<file path="src/rtl/shift_in_reader.sv">
// Scans a 74HC165-style PISO chain over GPIO: parallel-loads it, clocks out NBITS bits,
// and publishes the button word plus a mask of buttons newly pressed since the last scan.
//
// state  | meaning
// IDLE   | outputs idle, gap counter runs, waits for gap satisfied and EN on a tick
// LOAD   | SR_LD_N low for one tick interval
// LOW    | SR_CLK low; on tick sample SR_DIN and raise SR_CLK
// HIGH   | SR_CLK high; on tick lower SR_CLK, next bit or finish
// DONE   | one cycle: publish DATA/PRESS, pulse VALID
module shift_in_reader #(
    parameter int DIV    = 4,
    parameter int NBITS  = 8,
    parameter int GAP    = 16,
    parameter int INVERT = 1
) (
    input  logic             CLK1_50,
    input  logic             CLR,
    input  logic             EN,
    input  logic             SR_DIN,
    output logic             SR_LD_N,
    output logic             SR_CLK,
    output logic [NBITS-1:0] DATA,
    output logic             VALID,
    output logic [NBITS-1:0] PRESS
);

    localparam int DW = (DIV > 2) ? $clog2(DIV) : 1;
    localparam int IW = (NBITS > 2) ? $clog2(NBITS) : 1;
    localparam int GW = (GAP > 0) ? $clog2(GAP + 1) : 1;

    localparam logic [DW-1:0]    DIV_LAST = DW'(DIV - 1);
    localparam logic [IW-1:0]    IDX_LAST = IW'(NBITS - 1);
    localparam logic [GW-1:0]    GAP_L    = GW'(GAP);
    localparam logic [NBITS-1:0] INV_MASK = (INVERT != 0) ? {NBITS{1'b1}} : {NBITS{1'b0}};

    typedef enum logic [2:0] {
        S_IDLE,
        S_LOAD,
        S_LOW,
        S_HIGH,
        S_DONE
    } state_t;

    state_t           state_q;
    logic [DW-1:0]    div_q;
    logic [DW-1:0]    div_d;
    logic             tick;
    logic [GW-1:0]    gap_q;
    logic [IW-1:0]    idx_q;
    logic [NBITS-1:0] cap_q;
    logic [NBITS-1:0] word_d;
    logic             sr_ld_n_q;
    logic             sr_clk_q;
    logic [NBITS-1:0] data_q;
    logic [NBITS-1:0] press_q;
    logic             valid_q;

    always_comb begin
        tick   = (div_q == DIV_LAST);
        div_d  = tick ? '0 : div_q + DW'(1);
        word_d = cap_q ^ INV_MASK;
    end

    always_ff @(posedge CLK1_50) begin
        if (CLR) begin
            state_q   <= S_IDLE;
            div_q     <= '0;
            gap_q     <= '0;
            idx_q     <= '0;
            cap_q     <= '0;
            sr_ld_n_q <= 1'b1;
            sr_clk_q  <= 1'b0;
            data_q    <= '0;
            press_q   <= '0;
            valid_q   <= 1'b0;
        end else begin
            div_q   <= div_d;
            valid_q <= 1'b0;
            case (state_q)
                S_IDLE: begin
                    if (tick) begin
                        // Saturating, so a long EN-low wait still launches on the next tick.
                        if (gap_q < GAP_L) gap_q <= gap_q + GW'(1);
                        if (EN && (gap_q >= GAP_L)) begin
                            sr_ld_n_q <= 1'b0;
                            state_q   <= S_LOAD;
                        end
                    end
                end
                S_LOAD: begin
                    if (tick) begin
                        sr_ld_n_q <= 1'b1;
                        idx_q     <= '0;
                        state_q   <= S_LOW;
                    end
                end
                S_LOW: begin
                    if (tick) begin
                        cap_q    <= {cap_q[NBITS-2:0], SR_DIN};
                        sr_clk_q <= 1'b1;
                        state_q  <= S_HIGH;
                    end
                end
                S_HIGH: begin
                    if (tick) begin
                        sr_clk_q <= 1'b0;
                        if (idx_q == IDX_LAST) begin
                            state_q <= S_DONE;
                        end else begin
                            idx_q   <= idx_q + IW'(1);
                            state_q <= S_LOW;
                        end
                    end
                end
                S_DONE: begin
                    data_q  <= word_d;
                    press_q <= word_d & ~data_q;
                    valid_q <= 1'b1;
                    gap_q   <= '0;
                    state_q <= S_IDLE;
                end
                default: state_q <= S_IDLE;
            endcase
        end
    end

    assign SR_LD_N = sr_ld_n_q;
    assign SR_CLK  = sr_clk_q;
    assign DATA    = data_q;
    assign PRESS   = press_q;
    assign VALID   = valid_q;

endmodule

</file>
<file path="config.mk">
export PLATFORM = sky130hd
export DESIGN_NAME = shift_in_reader
export DESIGN_NICKNAME = d
export VERILOG_FILES = /design/src/rtl/shift_in_reader.sv
export SDC_FILE = /design/constraint.sdc
export NUM_CORES = 1
export LEC_CHECK = 0
export ABC_AREA = 1
export CAP_MARGIN = 20
export CORE_MARGIN = 5
export CORE_UTILIZATION = 35
export CTS_BUF_LIST = sky130_fd_sc_hd__clkbuf_8
export DETAILED_ROUTE_END_ITERATION = 10
export PLACE_DENSITY = 0.58
export SYNTH_ARGS = -nofsm -noshare
export SYNTH_HDL_FRONTEND = slang
export SYNTH_SLANG_ARGS = --single-unit
</file>
<file path="constraint.sdc">
create_clock -name CLK1_50 -period 2.75 [get_ports CLK1_50]
set_clock_uncertainty 0.05 [all_clocks]
set_input_delay 0.55 -clock CLK1_50 [delete_from_list [all_inputs] [get_ports CLK1_50]]
set_output_delay 0.55 -clock CLK1_50 [all_outputs]
set_load 0.02 [all_outputs]
</file>
==> flow_metrics.tcl, run 1 <==
set metrics [dict create \
    crit_family "buffers and inverters" \
    numCtsBuffers 5 \
    tritoncts "done" \
    ys_async_sr_fraction 0 \
    grt_use_total 0.1226 \
    static_leakage_nw 0.7310 \
    cts_resized 0 \
    timing.critical_path.required_ns 2.15 \
    pwr_density_cell_mw_per_mm2 511.4 \
    port_buffers 22 \
    post_synth_main_area_contributors "sky130_fd_sc_hd__dfxtp_1 (48%), sky130_fd_sc_hd__nand2_1 (13%), sky130_fd_sc_hd__a21oi_1 (9.1%), sky130_fd_sc_hd__nor2_1 (6.3%), sky130_fd_sc_hd__inv_1 (4.8%)" \
    pin_count 23 \
    vdd.ir_drop.worst_mv 0.2145 \
    routed_wirelength_um 3459 \
    final_max_slew_viol_count 0 \
    post_synth.cell_area_avg_sq_um 7.298 \
    synth_largest_type_area_fraction 0.4834 \
    postSynthCellCount 227 \
    yosysSeqAreaShare 0.4834 \
    cts_root_buffer_type "sky130_fd_sc_hd__clkbuf_8" \
    maxClockFrequency_mhz 526.5 \
    slew_headroom 0.6961 \
    antenna_found_initial 0 \
    h-tree-depth 2 \
    largest_fanout_on_the_critical_path 3 \
    critical_path.n_buffers_inverters 1 \
    synth-seq-cells 40 \
    max_cap_viol_count 0 \
    crit_path_top_delay_cell "sky130_fd_sc_hd__clkdlybuf4s50_1" \
    outcome "finished, final reports clean" \
    area_delta_synth_final_pct 20.17 \
    cts_buffer_depth 2 \
    insertedDiodeCount 0 \
    viasPerCell 4.702 \
    drt-wirelength-per-cell_um 11.45 \
    firstDrtPassIters 4 \
    via_count 1420 \
    synth_fp_nets 235 \
    endpoint_kind "output port" \
    post-route-cell-area_sq_mm 0.001991 \
    grt_max_degree 26 \
    ys_dominant_reg_cell "sky130_fd_sc_hd__dfxtp_1" \
    num-fill-cells 495 \
    drt-initial-drc-count 102 \
    synthDistinctLibCells 22 \
    grt_first_pass_wirelength_um 6016 \
    final_min_period_over_clock_period 0.6907 \
    setup_repair_after_global_routing_missed_its_margin "no" \
    fin_nets 256 \
    synth_edf_count 0 \
    hold_path_class "reg2reg" \
    die-height_um 78.80 \
    via_count_of_the_first_global_routing_pass 1318 \
    drcViolationCount 0 \
    tightestPinTransition_ns 0.4554 \
    std_cell_rows 25 \
    cts_hold_buffers_added 0 \
    cpPeakStageDelay_ns 0.63 \
    fin_worst_hold_slack_ns 0.3883 \
    standard_cell_core_area_sq_mm 0.004661 \
    die_x_um 78.80 \
    floorplan.die_area_sq_mm 0.006209 \
    setup_viol 0 \
    final_layout_size_suffix_gt1_frac 0.06048 \
    cts.reportedPaths.clkPinSlew_ns 0.07 \
    netlist_top_cells_count "sky130_fd_sc_hd__nand2_1 (58), sky130_fd_sc_hd__dfxtp_1 (40), sky130_fd_sc_hd__a21oi_1 (30), sky130_fd_sc_hd__nor2_1 (28), sky130_fd_sc_hd__inv_1 (21)" \
    placement.cell_area_sq_mm 0.001909 \
    most_area_hungry_cell_type_in_the_yosys_netlist "sky130_fd_sc_hd__dfxtp_1" \
    finalHoldViolCount 0 \
    globalplace.congestion 0.8120 \
    dp_hpwl_um 2322 \
    finalSetupTns_ns 0 \
    yosys_warnings 0 \
    starting_density_of_the_core 0.3554 \
    post_cts_buffers 0 \
    globalRouteOverflowTotal 0 \
    synth.cell_area_sq_mm 0.001657 \
    drt.antenna.violating_nets 0 \
    critPathKind "reg2out" \
    critical_path.startpoint_type "flop" \
    crit_chain "clkdlybuf4s50_1" \
    min_period_ns 1.899 \
    clock-sinks 40 \
    yosysMostFrequentCell "sky130_fd_sc_hd__nand2_1" \
    clk-insertion-delay-late_ns 0.29 \
    crit_arrival_ns 1.30 \
]
## worst paths after layout
path | start | cells after the start | slack, ns | end
min | div_q[0] | 1 | 0.39 | div_q[0]
max reg2reg | state_q[1] | 6 | 1.08 | gap_q[0]
min reg2reg | div_q[0] | 1 | 0.39 | div_q[0]
max | DATA[4] | 1 | 0.85 | DATA[4]
## stage by stage
stage	util	power [W]	std cells	worst slack, ns
floorplan	-	0.0006472	227	1.371
global placement	0.4097	0.0006615	295	1.017
detailed placement	0.4097	0.0006617	295	0.9816
CTS	0.4271	0.001032	302	0.8423
global route	0.4271	0.001070	302	0.8019
finish	0.4271	0.001018	302	0.8505
## registers in the layout, indices dropped and copies added, names as in the netlist
name and cells:
gap_q 5, cap_q 8, PRESS 8, div_q 2, VALID 1, idx_q 3, state_q 3, SR_CLK 1
DATA 8, SR_LD_N 1
## cell type report
class | count | area [sq um] | share of cell area
timing repair buffer | 23 | 227.7 | 0.1144
tap | 54 | 67.56 | 0.03394
clock inverter | 2 | 12.51 | 0.006285
inverter | 22 | 82.58 | 0.04148
clock buffer | 5 | 68.82 | 0.03457
sequential | 40 | 800.8 | 0.4023
multi-input combinational | 156 | 730.7 | 0.3671
## cell usage in the layout, fill, tap and decap left out, drive strengths merged
master / count
a21oi: 30
buf: 1
clkbuf: 5
clkdlybuf4s50: 22
clkinv: 1
clkinvlp: 1
dfxtp: 40
ha: 4
inv: 22
nand2: 61
nand3: 12
nand3b: 1
nand4: 3
nor2: 30
nor3: 1
nor3b: 1
o21ai: 12
o31ai: 1
## kinds of logic after synthesis
family / share of synthesized area
buffers and inverters: 0.07553
flip-flops: 0.4834
adder cells (fa/ha/maj): 0.03021
AND/OR/NAND/NOR: 0.2795
AO/OA/AOI/OAI: 0.1314
## routing by layer
layer,routed length [um],vias up,GRT usage,share of wire
li1,-,765,-,-
met1,1825,627,0.1649,0.53
met2,1436,24,0.1783,0.42
met3,137,4,0.04082,0.040
met4,59,0,0.05245,0.017
met5,0,-,0,0
## report_power, final
group	leakage [nW]	internal, W	switching, W
Combinational	0.368	0.0000205	0.0000324
Clock	0.0400	0.000172	0.000199
Sequential	0.323	0.000588	0.00000618
Note: power is estimated with default switching activity, not from simulation.
==> run 2, diff against run 1 <==
clock period = 1.98 ns   (was 2.75 ns; I/O delays follow)
==> run 2 against run 1 <==
Net effect: flip-flop and latch count is the same; wire length shrank 2.7%; combinational power grew 39%; via count shrank 1.5%; global-route usage shrank 0.43 points; worst setup slack lost 0.59 ns; cell count grew 0.66%; critical path type unchanged.
==> flow_metrics.tcl, run 2 (same netlist as run 1, synthesis figures left out) <==
set metrics [dict create \
    floorplan.die_area_sq_mm 0.006209 \
    layout.cells.most_common "sky130_fd_sc_hd__nand2_1" \
    clk-insertion-delay-late_ns 0.29 \
    area_delta_synth_final_pct 23.04 \
    die-height_um 78.80 \
    critical_path.n_buffers_inverters 1 \
    vdd.ir_drop.worst_mv 0.3347 \
    grt_first_pass_wirelength_um 5809 \
    critPathKind "reg2out" \
    standard_cell_core_area_sq_mm 0.004661 \
    rrSetupSlack_ns 0.48 \
    max_cap_viol_count 0 \
    crit_chain "clkdlybuf4s50_1" \
    multiInputGateArea_sq_um 730.7 \
    critical_path.startpoint_type "flop" \
    final_layout_size_suffix_gt1_frac 0.06800 \
    setup_repair_after_global_routing_missed_its_margin "no" \
    tritoncts "done" \
    cts.reportedPaths.clkPinSlew_ns 0.08 \
    drt-initial-drc-count 115 \
    outcome "finished, final reports clean" \
    post_cts_buffers 0 \
    cts_root_buffer_type "sky130_fd_sc_hd__clkbuf_8" \
    num-fill-cells 490 \
    crit_path_top_delay_cell "sky130_fd_sc_hd__clkdlybuf4s50_1" \
    crit_arrival_ns 1.28 \
    routed_wirelength_um 3367 \
    pin_count 23 \
    final_min_period_over_clock_period 0.8708 \
    numCtsBuffers 5 \
    die_x_um 78.80 \
    total_area_of_sequential_cells_sq_um 800.8 \
    cts_resized 0 \
    via_count_of_the_first_global_routing_pass 1283 \
    min_period_ns 1.724 \
    drt.antenna.violating_nets 0 \
    starting_density_of_the_core 0.3554 \
    finalHoldViolCount 0 \
    h-tree-depth 2 \
    cpPeakStageDelay_ns 0.62 \
    setup_viol 0 \
    cts_buffer_depth 2 \
    grt_max_degree 26 \
    critical_path.reg2reg.endpoint "idx_q[2]" \
    setup.worst_path.start "DATA[4]" \
    tightestPinTransition_ns 0.4245 \
    cts_hold_buffers_added 0 \
    crit_family "buffers and inverters" \
    static_leakage_nw 0.7565 \
    endpoint_kind "output port" \
    final_cell_mix "sky130_fd_sc_hd__nand2_1 (58), sky130_fd_sc_hd__dfxtp_1 (40), sky130_fd_sc_hd__a21oi_1 (30)" \
    firstDrtPassIters 4 \
    final_max_slew_viol_count 0 \
    min-delay-start "div_q[0]" \
    via_count 1398 \
    insertedDiodeCount 0 \
    globalplace.congestion 0.7423 \
    clock-sinks 40 \
    hold_path_class "reg2reg" \
    drcViolationCount 0 \
    globalRouteOverflowTotal 0 \
    antenna_found_initial 0 \
    viasPerCell 4.599 \
    dp_hpwl_um 2254 \
    r2r_cells 7 \
    timing.hold.worst_path_depth 1 \
    pwr_density_cell_mw_per_mm2 784.7 \
    largest_fanout_on_the_critical_path 3 \
    std_cell_rows 25 \
    port_buffers 22 \
    worstReg2RegStart "div_q[0]" \
    fin_nets 257 \
    timing.critical_path.required_ns 1.53 \
    slew_headroom 0.7167 \
    timing.hold.worst_endpoint "div_q[0]" \
    final_core_util 0.4373 \
    drt-wirelength-per-cell_um 11.08 \
    grt_use_total 0.1183 \
    maxClockFrequency_mhz 580.0 \
    finalSetupTns_ns 0 \
]
run 2: cell types whose count changed in the layout (fill, tap and decap cells not counted), sizes merged:
cell	delta
buf	+1
bufinv	+1
clkbuf	+1
clkinvlp	-1
run 2: worst max-delay path by stage:
stage / slack, ns / to / cells after the start
after floorplan: 0.60 / idx_q[1] / 8
after global placement: 0.40 / cap_q[2] / 4
after detailed placement: 0.35 / cap_q[5] / 4
after CTS: 0.23 / DATA[4] / 1
after global routing: 0.20 / DATA[4] / 1
final: 0.26 / DATA[4] / 1
run 2: cell type report:
cell class,instances,share of cell area
clock buffers,6,0.04052
multi-input cells,156,0.3585
repair buffers,24,0.1154
inverters,22,0.04052
well taps,54,0.03315
flip-flops and latches,40,0.3929
clock inverters,2,0.01903
run 2: power breakdown:
part            total, W  switching (W)  internal [W]
logic          0.0000736      0.0000451     0.0000285
clock network   0.000701       0.000289      0.000412
registers       0.000825     0.00000793      0.000817
run 2: metal layers:
layer	GRT usage	wire, um	vias to the layer above
li1	-	-	769
met1	0.1565	1803	604
met2	0.1783	1397	19
met3	0.03061	93	6
met4	0.05769	72	0
met5	0	0	-
run 2: metrics by stage:
step / instance area (sq um) / hold WS, ns / total power (W) / std cells / setup slack [ns]
finish: 2038 / 0.3833 / 0.001599 / 304 / 0.2558
global route: 2038 / 0.4249 / 0.001666 / 304 / 0.2027
CTS: 2038 / 0.3886 / 0.001621 / 304 / 0.2350
detailed placement: 1917 / 0.3742 / 0.0009189 / 296 / 0.3462
global placement: 1917 / 0.3732 / 0.0009178 / 296 / 0.4004
floorplan: 1657 / 0.3584 / 0.0008989 / 227 / 0.6026
==> run 3, diff against run 2 <==
MAX_ROUTING_LAYER = met4   (was unset)
==> run 3 against run 2 <==
Net effect: sequential power hardly changed; clock power barely moved; die area is the same; wire length is 0.12% higher; via count rose by 0.14%; sequential share of layout area unchanged; critical path depth stayed put; global-route usage up 0.35 points; critical path type unchanged; critical endpoint unchanged; largest cell class unchanged.
==> flow_metrics.tcl, run 3 (same netlist as run 1, synthesis figures left out) <==
set metrics [dict create \
    critical_path.startpoint_type "flop" \
    tritoncts "done" \
    cts_root_buffer_type "sky130_fd_sc_hd__clkbuf_8" \
    drcViolationCount 0 \
    final_max_slew_viol_count 0 \
    pin_count 23 \
    firstDrtPassIters 4 \
    grt_use_total 0.1218 \
    dp_hpwl_um 2254 \
    globalRouteOverflowTotal 0 \
    area_delta_synth_final_pct 23.04 \
    std_cell_rows 25 \
    final_layout_size_suffix_gt1_frac 0.06800 \
    multiInputGateArea_sq_um 730.7 \
    port_buffers 22 \
    final_cell_mix "sky130_fd_sc_hd__nand2_1 (58), sky130_fd_sc_hd__dfxtp_1 (40), sky130_fd_sc_hd__a21oi_1 (30)" \
    cpPeakStageDelay_ns 0.62 \
    cts_buffer_depth 2 \
    die-height_um 78.80 \
    crit_arrival_ns 1.28 \
    worstReg2RegStart "div_q[0]" \
    h-tree-depth 2 \
    critPathKind "reg2out" \
    static_leakage_nw 0.7565 \
    cts_hold_buffers_added 0 \
    numCtsBuffers 5 \
    num-fill-cells 490 \
    globalplace.congestion 0.7517 \
    maxClockFrequency_mhz 579.0 \
    viasPerCell 4.605 \
    final_core_util 0.4373 \
    min-delay-start "div_q[0]" \
    post_cts_buffers 0 \
    max_cap_viol_count 0 \
    total_area_of_sequential_cells_sq_um 800.8 \
    outcome "finished, final reports clean" \
    clk-insertion-delay-late_ns 0.29 \
    endpoint_kind "output port" \
    setup_viol 0 \
    drt-wirelength-per-cell_um 11.09 \
    routed_wirelength_um 3371 \
    pwr_density_cell_mw_per_mm2 785.6 \
    crit_chain "clkdlybuf4s50_1" \
    setup.worst_path.start "DATA[4]" \
    hold_path_class "reg2reg" \
    crit_path_top_delay_cell "sky130_fd_sc_hd__clkdlybuf4s50_1" \
    floorplan.die_area_sq_mm 0.006209 \
    timing.critical_path.required_ns 1.53 \
    grt_max_degree 26 \
    slew_headroom 0.7169 \
    largest_fanout_on_the_critical_path 3 \
    drt-initial-drc-count 109 \
    grt_first_pass_wirelength_um 5816 \
    final_min_period_over_clock_period 0.8722 \
    drt.antenna.violating_nets 0 \
    starting_density_of_the_core 0.3554 \
    setup_repair_after_global_routing_missed_its_margin "no" \
    finalHoldViolCount 0 \
    vdd.ir_drop.worst_mv 0.3372 \
    via_count_of_the_first_global_routing_pass 1284 \
    clock-sinks 40 \
    layout.cells.most_common "sky130_fd_sc_hd__nand2_1" \
    finalSetupTns_ns 0 \
    cts_resized 0 \
    min_period_ns 1.727 \
    tightestPinTransition_ns 0.4242 \
    fin_nets 257 \
    critical_path.n_buffers_inverters 1 \
    antenna_found_initial 0 \
    die_x_um 78.80 \
    crit_family "buffers and inverters" \
    insertedDiodeCount 0 \
    cts.reportedPaths.clkPinSlew_ns 0.08 \
    standard_cell_core_area_sq_mm 0.004661 \
    via_count 1400 \
]
-- run 3: cell counts in the layout (fill, tap and decap cells not counted) --
No cell type changed its count.
-- run 3: per-stage QoR --
step | instance area, sq um | total power [W] | instances | hold WS (ns) | setup slack [ns]
3_3_place_gp | 1917 | 0.0009178 | 296 | 0.3732 | 0.4004
4_1_cts | 2038 | 0.001621 | 304 | 0.3886 | 0.2350
6_report | 2038 | 0.001601 | 304 | 0.3833 | 0.2530
5_1_grt | 2038 | 0.001667 | 304 | 0.4249 | 0.2060
3_5_place_dp | 1917 | 0.0009189 | 296 | 0.3742 | 0.3462
2_1_floorplan | 1657 | 0.0008989 | 227 | 0.3584 | 0.6026
-- run 3: power breakdown --
part	internal, W	leakage (nW)	switching, W
sequential	0.000817	0.323	0.00000788
clock	0.000412	0.0614	0.000291
combinational	0.0000285	0.372	0.0000453
-- run 3: worst paths after layout --
path | endpoint | slack (ns) | depth (start not counted)
setup / recovery | DATA[4] | 0.25 | 1
hold / removal | div_q[0] | 0.38 | 1
setup reg to reg | idx_q[2] | 0.48 | 7
hold reg to reg | div_q[0] | 0.38 | 1
-- run 3: cell type report --
| type | instances | share of cell area |
|---|---|---|
| Multi-Input combinational cell | 156 | 0.3585 |
| Timing Repair Buffer | 24 | 0.1154 |
| Sequential cell | 40 | 0.3929 |
| Tap cell | 54 | 0.03315 |
| Clock buffer | 6 | 0.04052 |
| Inverter | 22 | 0.04052 |
| Clock inverter | 2 | 0.01903 |
-- run 3: per-layer routing --
metal	vias up	wire (um)	track usage
met5	-	0	-
met4	0	74	0.05769
met3	6	93	0.02834
met2	19	1400	0.1800
met1	606	1804	0.1572
li1	769	-	-
==> patch: new RTL, settings of run 3 <==
Re-encode `state_t` (5 states) as one-hot, 5 bits wide.
--- a/src/rtl/shift_in_reader.sv
+++ b/src/rtl/shift_in_reader.sv
@@ -33,12 +33,12 @@
     localparam logic [GW-1:0]    GAP_L    = GW'(GAP);
     localparam logic [NBITS-1:0] INV_MASK = (INVERT != 0) ? {NBITS{1'b1}} : {NBITS{1'b0}};
 
-    typedef enum logic [2:0] {
-        S_IDLE,
-        S_LOAD,
-        S_LOW,
-        S_HIGH,
-        S_DONE
+    typedef enum logic [4:0] {
+        S_IDLE = 5'b00001,
+        S_LOAD = 5'b00010,
+        S_LOW  = 5'b00100,
+        S_HIGH = 5'b01000,
+        S_DONE = 5'b10000
     } state_t;
 
     state_t           state_q;
Check against the original RTL: same outputs for any inputs over 10 cycles, from zero or initial values; not proved beyond that.
==> patch against run 3 <==
Sequential cell count increased by 2; register-to-register slack got worse by 0.08 ns; via count is 1.4% higher; highest routed layer unchanged; non-clock buffer count unchanged; wire length down 0.80%; synthesized cell count fell by 2.6%; area after synthesis is 5.3% higher; power down 1.8%; cell area is 4.7% higher; setup slack improved by 0.021 ns; count of clock-buffer cells in the layout down 1.
==> patch: results <==
timing:
  slew_headroom_pct: 69.9
outcome:
  outcome: "complete, no violations"
clocking:
  cts.sinks: 42
  ctsResizeCount: 0
logic_synthesis:
  synth.net_count: 229
  synthTopCellsByCount: "nand2_1 (46), dfxtp_1 (42), a21oi_1 (33)"
  synthesis.instances: 221
  ys_seq_area_share_pct: 48.2
  ys_top_cells_by_area: "dfxtp_1 (48%), nand2_1 (9.9%), a21oi_1 (9.5%)"
  synth_cell_type_count: 25
final_layout:
  fillers: 507
  nClkBuffers: 5
  clockNetworkAreaShare_pct: 5.16
  seq_share_pct: 39.4
  drive_gt1_share_pct: 8.54
  nonClkBufAreaFrac_pct: 11.0
  multiInputGateArea_um2: 761
  finalNonFillerCells: 313
  n_all_inverters: 27
  syn_to_final_growth_pct: 22.3
  final_nets: 253
  nMultiInputCombCells: 145
power:
  ir_worst_vdd_mv: 0.455
  total_leakage_power_nw: 0.814
  clock_power_share_pct: 42.0
  pwr-share-comb_pct: 3.5
  internal_power_mw: 1.24
worst_setup_path:
  slowest_delay_ns: 0.62
  reg2reg_to: "gap_q[1]"
  cp-startpoint: "DATA[5]"
  cp-start-kind: "register"
  r2r_cells: 8
  crit_path_end: "DATA[5]"
placement:
  placedInstanceArea_um2: 2020
  dpl.hpwl_mm: 2.26
  gp_congestion: 0.788
route:
  vias_per_cell: 4.53
  dr.first_iter.drc_count: 92
  routed_wl_mm: 3.34
grt:
  grt_pass1_wl_mm: 5.77
  grt_usage_pct: 11.6
  grt_pass1_vias: 1258
[patch: cell count changes after synthesis, sizes merged, moves of 2 or more]
cell    change
nand2      -13
nor2       -16
a21oi       +3
inv         +4
o211ai      +2
buf         -2
nand4       +7
or2         +9
nand3       -3
dfxtp       +2
[patch: kinds of logic after synthesis]
| family | count (synthesis) | synth area share [%] |
|---|---|---|
| and+or+nand+nor | 93 | 26.5 |
| AOI/OAI and AO/OA | 47 | 13.8 |
| DFF | 42 | 48.2 |
| buffers and inverters | 34 | 8.18 |
| adders and majority gates | 4 | 2.87 |
| xor gates and xnor gates | 1 | 0.502 |
[patch: worst min-delay path by stage]
| stage | slack (ns) | startpoint | end |
|---|---|---|---|
| 3_5_place_dp | 0.37 | div_q[0] | div_q[0] |
| 5_1_grt | 0.40 | div_q[0] | div_q[0] |
| 3_3_place_gp | 0.37 | div_q[0] | div_q[0] |
| 2_1_floorplan | 0.36 | div_q[0] | div_q[0] |
| 6_report | 0.38 | div_q[0] | div_q[0] |
| 4_1_cts | 0.39 | div_q[0] | div_q[0] |
[patch: per-layer routing]
| metal | up-vias | wire length, um | share of wire [%] | global-route usage [%] |
|---|---|---|---|---|
| met3 | 6 | 173 | 5.2 | 3.36 |
| met4 | 0 | 41 | 1.2 | 4.05 |
| met1 | 612 | 1760 | 52 | 16.4 |
| met5 | - | 0 | 0 | - |
| met2 | 35 | 1370 | 41 | 15.6 |
| li1 | 766 | - | - | - |
[patch: stage by stage]
stage          total power, mW  setup WS, ns
6_report                  1.57         0.274
5_1_grt                   1.65         0.213
4_1_cts                   1.60         0.255
3_5_place_dp             0.933         0.377
3_3_place_gp             0.932         0.397
2_1_floorplan            0.916         0.647
